`src/rtl/pipelined_adder.sv`:
```
// Pipelined two's-complement adder/subtractor: WIDTH bits split into STAGES carry-rippled chunks,
// one chunk per rank, with a global-stall valid/ready pipeline and carry/overflow/zero flags.
module pipelined_adder #(
    parameter int unsigned WIDTH  = 32,
    parameter int unsigned STAGES = 4
) (
    input  logic             clk,
    input  logic             rst_n,
    input  logic             in_valid,
    output logic             in_ready,
    input  logic [WIDTH-1:0] A,
    input  logic [WIDTH-1:0] B,
    input  logic             Cin,
    input  logic             Sub,
    output logic             out_valid,
    input  logic             out_ready,
    output logic [WIDTH-1:0] S,
    output logic             Cout,
    output logic             Ovf,
    output logic             Zero
);

    localparam int unsigned CHUNK = WIDTH / STAGES;
    localparam int unsigned LAST  = STAGES - 1;

    // Rank registers: operands travel along, result chunks fill in from the LSB upward.
    logic [WIDTH-1:0] a_q [STAGES];
    logic [WIDTH-1:0] b_q [STAGES];
    logic [WIDTH-1:0] s_q [STAGES];
    logic             c_q [STAGES];
    logic             v_q [STAGES];
    logic             ovf_q, zero_q;

    logic [WIDTH-1:0] a_in [STAGES];
    logic [WIDTH-1:0] b_in [STAGES];
    logic [WIDTH-1:0] s_in [STAGES];
    logic [WIDTH-1:0] s_nx [STAGES];
    logic             c_in [STAGES];
    logic             c_nx [STAGES];
    logic             v_in [STAGES];
    logic [CHUNK:0]   sum;
    logic             adv, ovf_d, zero_d;

    assign adv      = !v_q[LAST] || out_ready;
    assign in_ready = adv;

    always_comb begin
        a_in[0] = A;
        b_in[0] = Sub ? ~B : B;
        s_in[0] = '0;
        c_in[0] = Cin ^ Sub;
        v_in[0] = in_valid;
        for (int k = 1; k < STAGES; k++) begin
            a_in[k] = a_q[k-1];
            b_in[k] = b_q[k-1];
            s_in[k] = s_q[k-1];
            c_in[k] = c_q[k-1];
            v_in[k] = v_q[k-1];
        end
        sum = '0;
        for (int k = 0; k < STAGES; k++) begin
            sum = {1'b0, a_in[k][k*CHUNK +: CHUNK]} + {1'b0, b_in[k][k*CHUNK +: CHUNK]}
                + {{CHUNK{1'b0}}, c_in[k]};
            s_nx[k] = s_in[k];
            s_nx[k][k*CHUNK +: CHUNK] = sum[CHUNK-1:0];
            c_nx[k] = sum[CHUNK];
        end
        // Carry into the MSB is recovered as a ^ b ^ s at that bit.
        ovf_d  = v_in[LAST] & (a_in[LAST][WIDTH-1] ^ b_in[LAST][WIDTH-1]
                             ^ s_nx[LAST][WIDTH-1] ^ c_nx[LAST]);
        zero_d = v_in[LAST] & (s_nx[LAST] == '0);
    end

    always_ff @(posedge clk or negedge rst_n) begin
        if (!rst_n) begin
            for (int k = 0; k < STAGES; k++) begin
                a_q[k] <= '0;
                b_q[k] <= '0;
                s_q[k] <= '0;
                c_q[k] <= 1'b0;
                v_q[k] <= 1'b0;
            end
            ovf_q  <= 1'b0;
            zero_q <= 1'b0;
        end else if (adv) begin
            for (int k = 0; k < STAGES; k++) begin
                a_q[k] <= a_in[k];
                b_q[k] <= b_in[k];
                s_q[k] <= s_nx[k];
                c_q[k] <= c_nx[k];
                v_q[k] <= v_in[k];
            end
            ovf_q  <= ovf_d;
            zero_q <= zero_d;
        end
    end

    assign out_valid = v_q[LAST];
    assign S         = s_q[LAST];
    assign Cout      = c_q[LAST];
    assign Ovf       = ovf_q;
    assign Zero      = zero_q;

endmodule

```
`config.mk`:
```
export PLATFORM = sky130hd
export DESIGN_NAME = pipelined_adder
export DESIGN_NICKNAME = d
export VERILOG_FILES = /design/src/rtl/pipelined_adder.sv
export SDC_FILE = /design/constraint.sdc
export NUM_CORES = 1
export LEC_CHECK = 0
export ABC_AREA = 0
export CAP_MARGIN = 20
export CORE_MARGIN = 1
export CORE_UTILIZATION = 35
export DETAILED_ROUTE_END_ITERATION = 8
export PLACE_DENSITY = 0.61
export SYNTH_ARGS = -nofsm -noshare
export SYNTH_HDL_FRONTEND = slang
export SYNTH_SLANG_ARGS = --single-unit
export TNS_END_PERCENT = 20
```
`constraint.sdc`:
```
create_clock -name clk -period 2.65 [get_ports clk]
set_input_delay 0.6625 -clock clk [delete_from_list [all_inputs] [get_ports clk]]
set_output_delay 0.6625 -clock clk [all_outputs]
set_load 0.01 [all_outputs]
```
==> metrics.md <==
| Metric | Value |
|---|---|
| Die ar. | `24700 µm²` |
| Crit path to | `in_ready` |
| CP Launch Type | `input pin` |
| Yosys cell types | `37` |
| DR DRC count | `0` |
| Skew final | `0.0179 ns` |
| Slew headroom | `51.6%` |
| Gr busiest metal | `met1` |
| Post-Syn Nets | `1041` |
| Final nets | `approximately 1100` |
| Post-CTS Hold Buffers | `0` |
| Worst setup path class | `input pin to output pin` |
| FF+latch count, synth | `186` |
| CTS tree | `built` |
| Ys async rst share | `100%` |
| R2r setup slk | `0.16 ns` |
| Share of cells above drive strength 1 | `roughly 6.4%` |
| Vias post-DR | `6107` |
| Max-cap violations | `0` |
| Post-DP HPWL | `12000 µm` |
| Place WS | `-0.425 ns` |
| Worst VDD drop | `approximately 0.00057 V` |
| Slew Viols, Final | `0` |
| Critical path endpoint category | `output pin` |
| TritonCTS Sinks | `186` |
| M1 GR Usage | `23.3%` |
| Most frequent cells in the layout | `419 x nand2_1, 186 x dfrtp_1, 103 x clkdlybuf4s50_1` |
| Reg2Reg Depth | `10` |
| CP Launch Point | `out_ready` |
| Worst Path Arrival | `1.88 ns` |
| Setup TNS Final | `0 ns` |
| Reg2reg start | `a_in[24]` |
| Most common cell after layout, fill and taps aside | `nand2_1` |
| Final setup margin | `0.110 ns` |
| Met2 GRT Util | `20.6%` |
| EDFF count, synth | `0` |
| Worst-Skew Late Latency | `0.44 ns` |
| CP max stage delay | `0.48 ns` |
| CTS buffer count | `17` |
| Routed wire length | `between 15000 and 20000 µm` |
| Final hold vios | `0` |
| Leakage | `just over 5 nW` |
| Avg Inst Size Synth | `~9.0 µm²` |
| Slowest cell on crit path | `clkdlybuf4s50_1` |
| Cell count after synthesis | `slightly above 900` |
| Vias in the first global route | `5728` |
| Core ar. | `~24000 µm²` |
| Die height | `approximately 160 µm` |
| Syn. warnings | `0` |
| Crit-path max FO | `2` |
| Routed WL per cell | `12.8 µm` |
| Die width | `about 160 µm` |
| Post-CTS Setup Bufs | `0` |
| RR Endpoint | `Zero` |
| DP Cell Count | `1334` |
| Sequential area share after synthesis | `55.2%` |
| Drt first pass iters | `5` |
| Hold crit path type | `input pin to async pin` |
| Worst-Margin Slew | `between 0.7 and 0.8 ns` |
| Post-route antenna net violation count | `0` |
| # setup viols final | `0` |
| Io pins | `107` |
| GP Congestion | `~0.78` |
| WP data required | `1.99 ns` |
| All-Layer GR Usage | `15.1%` |
| H-tree levels | `4` |
| Reg clk slew, reported paths | `about 0.070 ns` |
| Outcome | `finished, final reports clean` |
| Layout Cells excl Fill | `1367` |
| Top FF cell, synth | `dfrtp_1` |
| FP Rows | `56` |
| Worst path cell trace | `clkdlybuf4s50_1 -> nor2b_4 -> inv_4 -> clkdlybuf4s50_1` |
| Most common cell on crit path | `clkdlybuf4s50_1` |
| IO Port Bufs | `around 110` |
| Grt met3 use | `3.39%` |
| Initial DRC count | `just under 400` |
| Area Growth Syn to Fin | `25.5%` |
| Cell Area, Synth | `8430 µm²` |
| Tcrit/Tclk final | `95.9%` |
| Min Tclk post-route | `2.54 ns` |
| Largest net degree at the start of global routing | `165` |
| Clock Tree Buf Depth | `2` |
| Routed vias/inst | `4.47` |
| Cell Pwr Density | `1140 nW/µm²` |
| Root buffer cell | `clkbuf_16` |
| Initial antenna violation count | `2` |
| RSZ-0062 raised after global routing | `yes` |
| Initial Util | `between 30% and 40%` |
| FMAX | `0.394 GHz` |
| First-pass GRT wire length | `29200 µm` |
| GRT Residual Overflow | `0` |
[flip-flops by register name, indices dropped and copies added, names as in the netlist]
name / cells
Zero: 1
b_in: 48
Cout: 1
out_valid: 1
Ovf: 1
v_in: 3
c_in: 3
S: 32
s_in: 48
a_in: 48
[power by group]
part / leakage (nW) / internal (W) / switching (W) / total [W]
Combinational: 2.54 / 0.00211 / 0.00251 / 0.00462
Sequential: 2.24 / 0.00410 / 0.000764 / 0.00486
Clock: 0.292 / 0.00135 / 0.00121 / 0.00257
Total: 5.07 / 0.00756 / 0.00449 / 0.0121
[per-layer routing]
metal | share of wire (%) | vias to the layer above
met5 | 0.046 | -
met4 | 1.0 | 2
met3 | 4.3 | 12
met2 | 42 | 93
met1 | 52 | 2803
li1 | - | 3197
[how the worst min path moves through the flow]
stage | endpoint | slack (ns) | cells after the start
2_1_floorplan | Cout | 0.37 | 0
3_3_place_gp | s_in[32] | 0.45 | 2
3_5_place_dp | a_in[63] | 0.45 | 2
4_1_cts | a_in[88] | 0.26 | 1
5_1_grt | a_in[88] | 0.29 | 1
6_report | a_in[88] | 0.24 | 1
[Yosys cell counts, types with 9 or more instances]
cell type	number	area (µm²)
ha_1	28	350
nor3_1	12	60.1
a21oi_1	19	95.1
o21ai_0	48	240
inv_1	24	90.1
dfrtp_1	186	4650
buf_1	9	33.8
o31ai_1	14	105
xor2_1	12	105
o21a_1	9	67.6
clkbuf_1	33	124
xnor2_1	34	298
nor2_1	31	116
nand2_1	419	1570
[cells by family after synthesis]
group | Yosys count | share of synthesized area [%]
AOI/OAI and AO/OA | 111 | 8.15
xor gates and xnor gates | 46 | 4.78
adders and majority gates | 36 | 6.06
buffers and inverters | 69 | 3.12
DFF | 186 | 55.2
muxes | 1 | 0.134
and+or+nand+nor | 486 | 22.6
[per-stage QoR]
| stage | total power (W) | hold WS (ns) | utilization [%] | instance area [µm²] |
|---|---|---|---|---|
| 6_report | 0.0121 | 0.235 | 44.9 | 10600 |
| 3_5_place_dp | 0.00958 | 0.455 | 42.3 | 9960 |
| 4_1_cts | 0.0122 | 0.259 | 44.8 | 10600 |
| 5_1_grt | 0.0131 | 0.289 | 44.9 | 10600 |
| 3_3_place_gp | 0.00944 | 0.449 | 42.3 | 9960 |
| 2_1_floorplan | 0.00789 | 0.367 | - | 8480 |
[final cells by class]
| class | count | area [µm²] |
|---|---|---|
| well taps | 319 | 399 |
| repair buffers | 125 | 1270 |
| clock inverters | 15 | 176 |
| inverters | 24 | 92.6 |
| flip-flops and latches | 186 | 4650 |
| diodes | 1 | 2.50 |
| fillers | 2326 | 13000 |
| multi-input cells | 680 | 3560 |
| clock buffers | 17 | 425 |
[timing repair]
action,4_1_cts,5_1_grt
endpoints found under the hold margin,0,0
setup endpoints to repair,0,4
resized for setup,0,5
[critical path: cells and delay by family]
kind,cells,cell delay [ns]
buffers and inverters,3,0.99
AND/OR/NAND/NOR,1,0.22
Power figures use the tool's default switching activity.
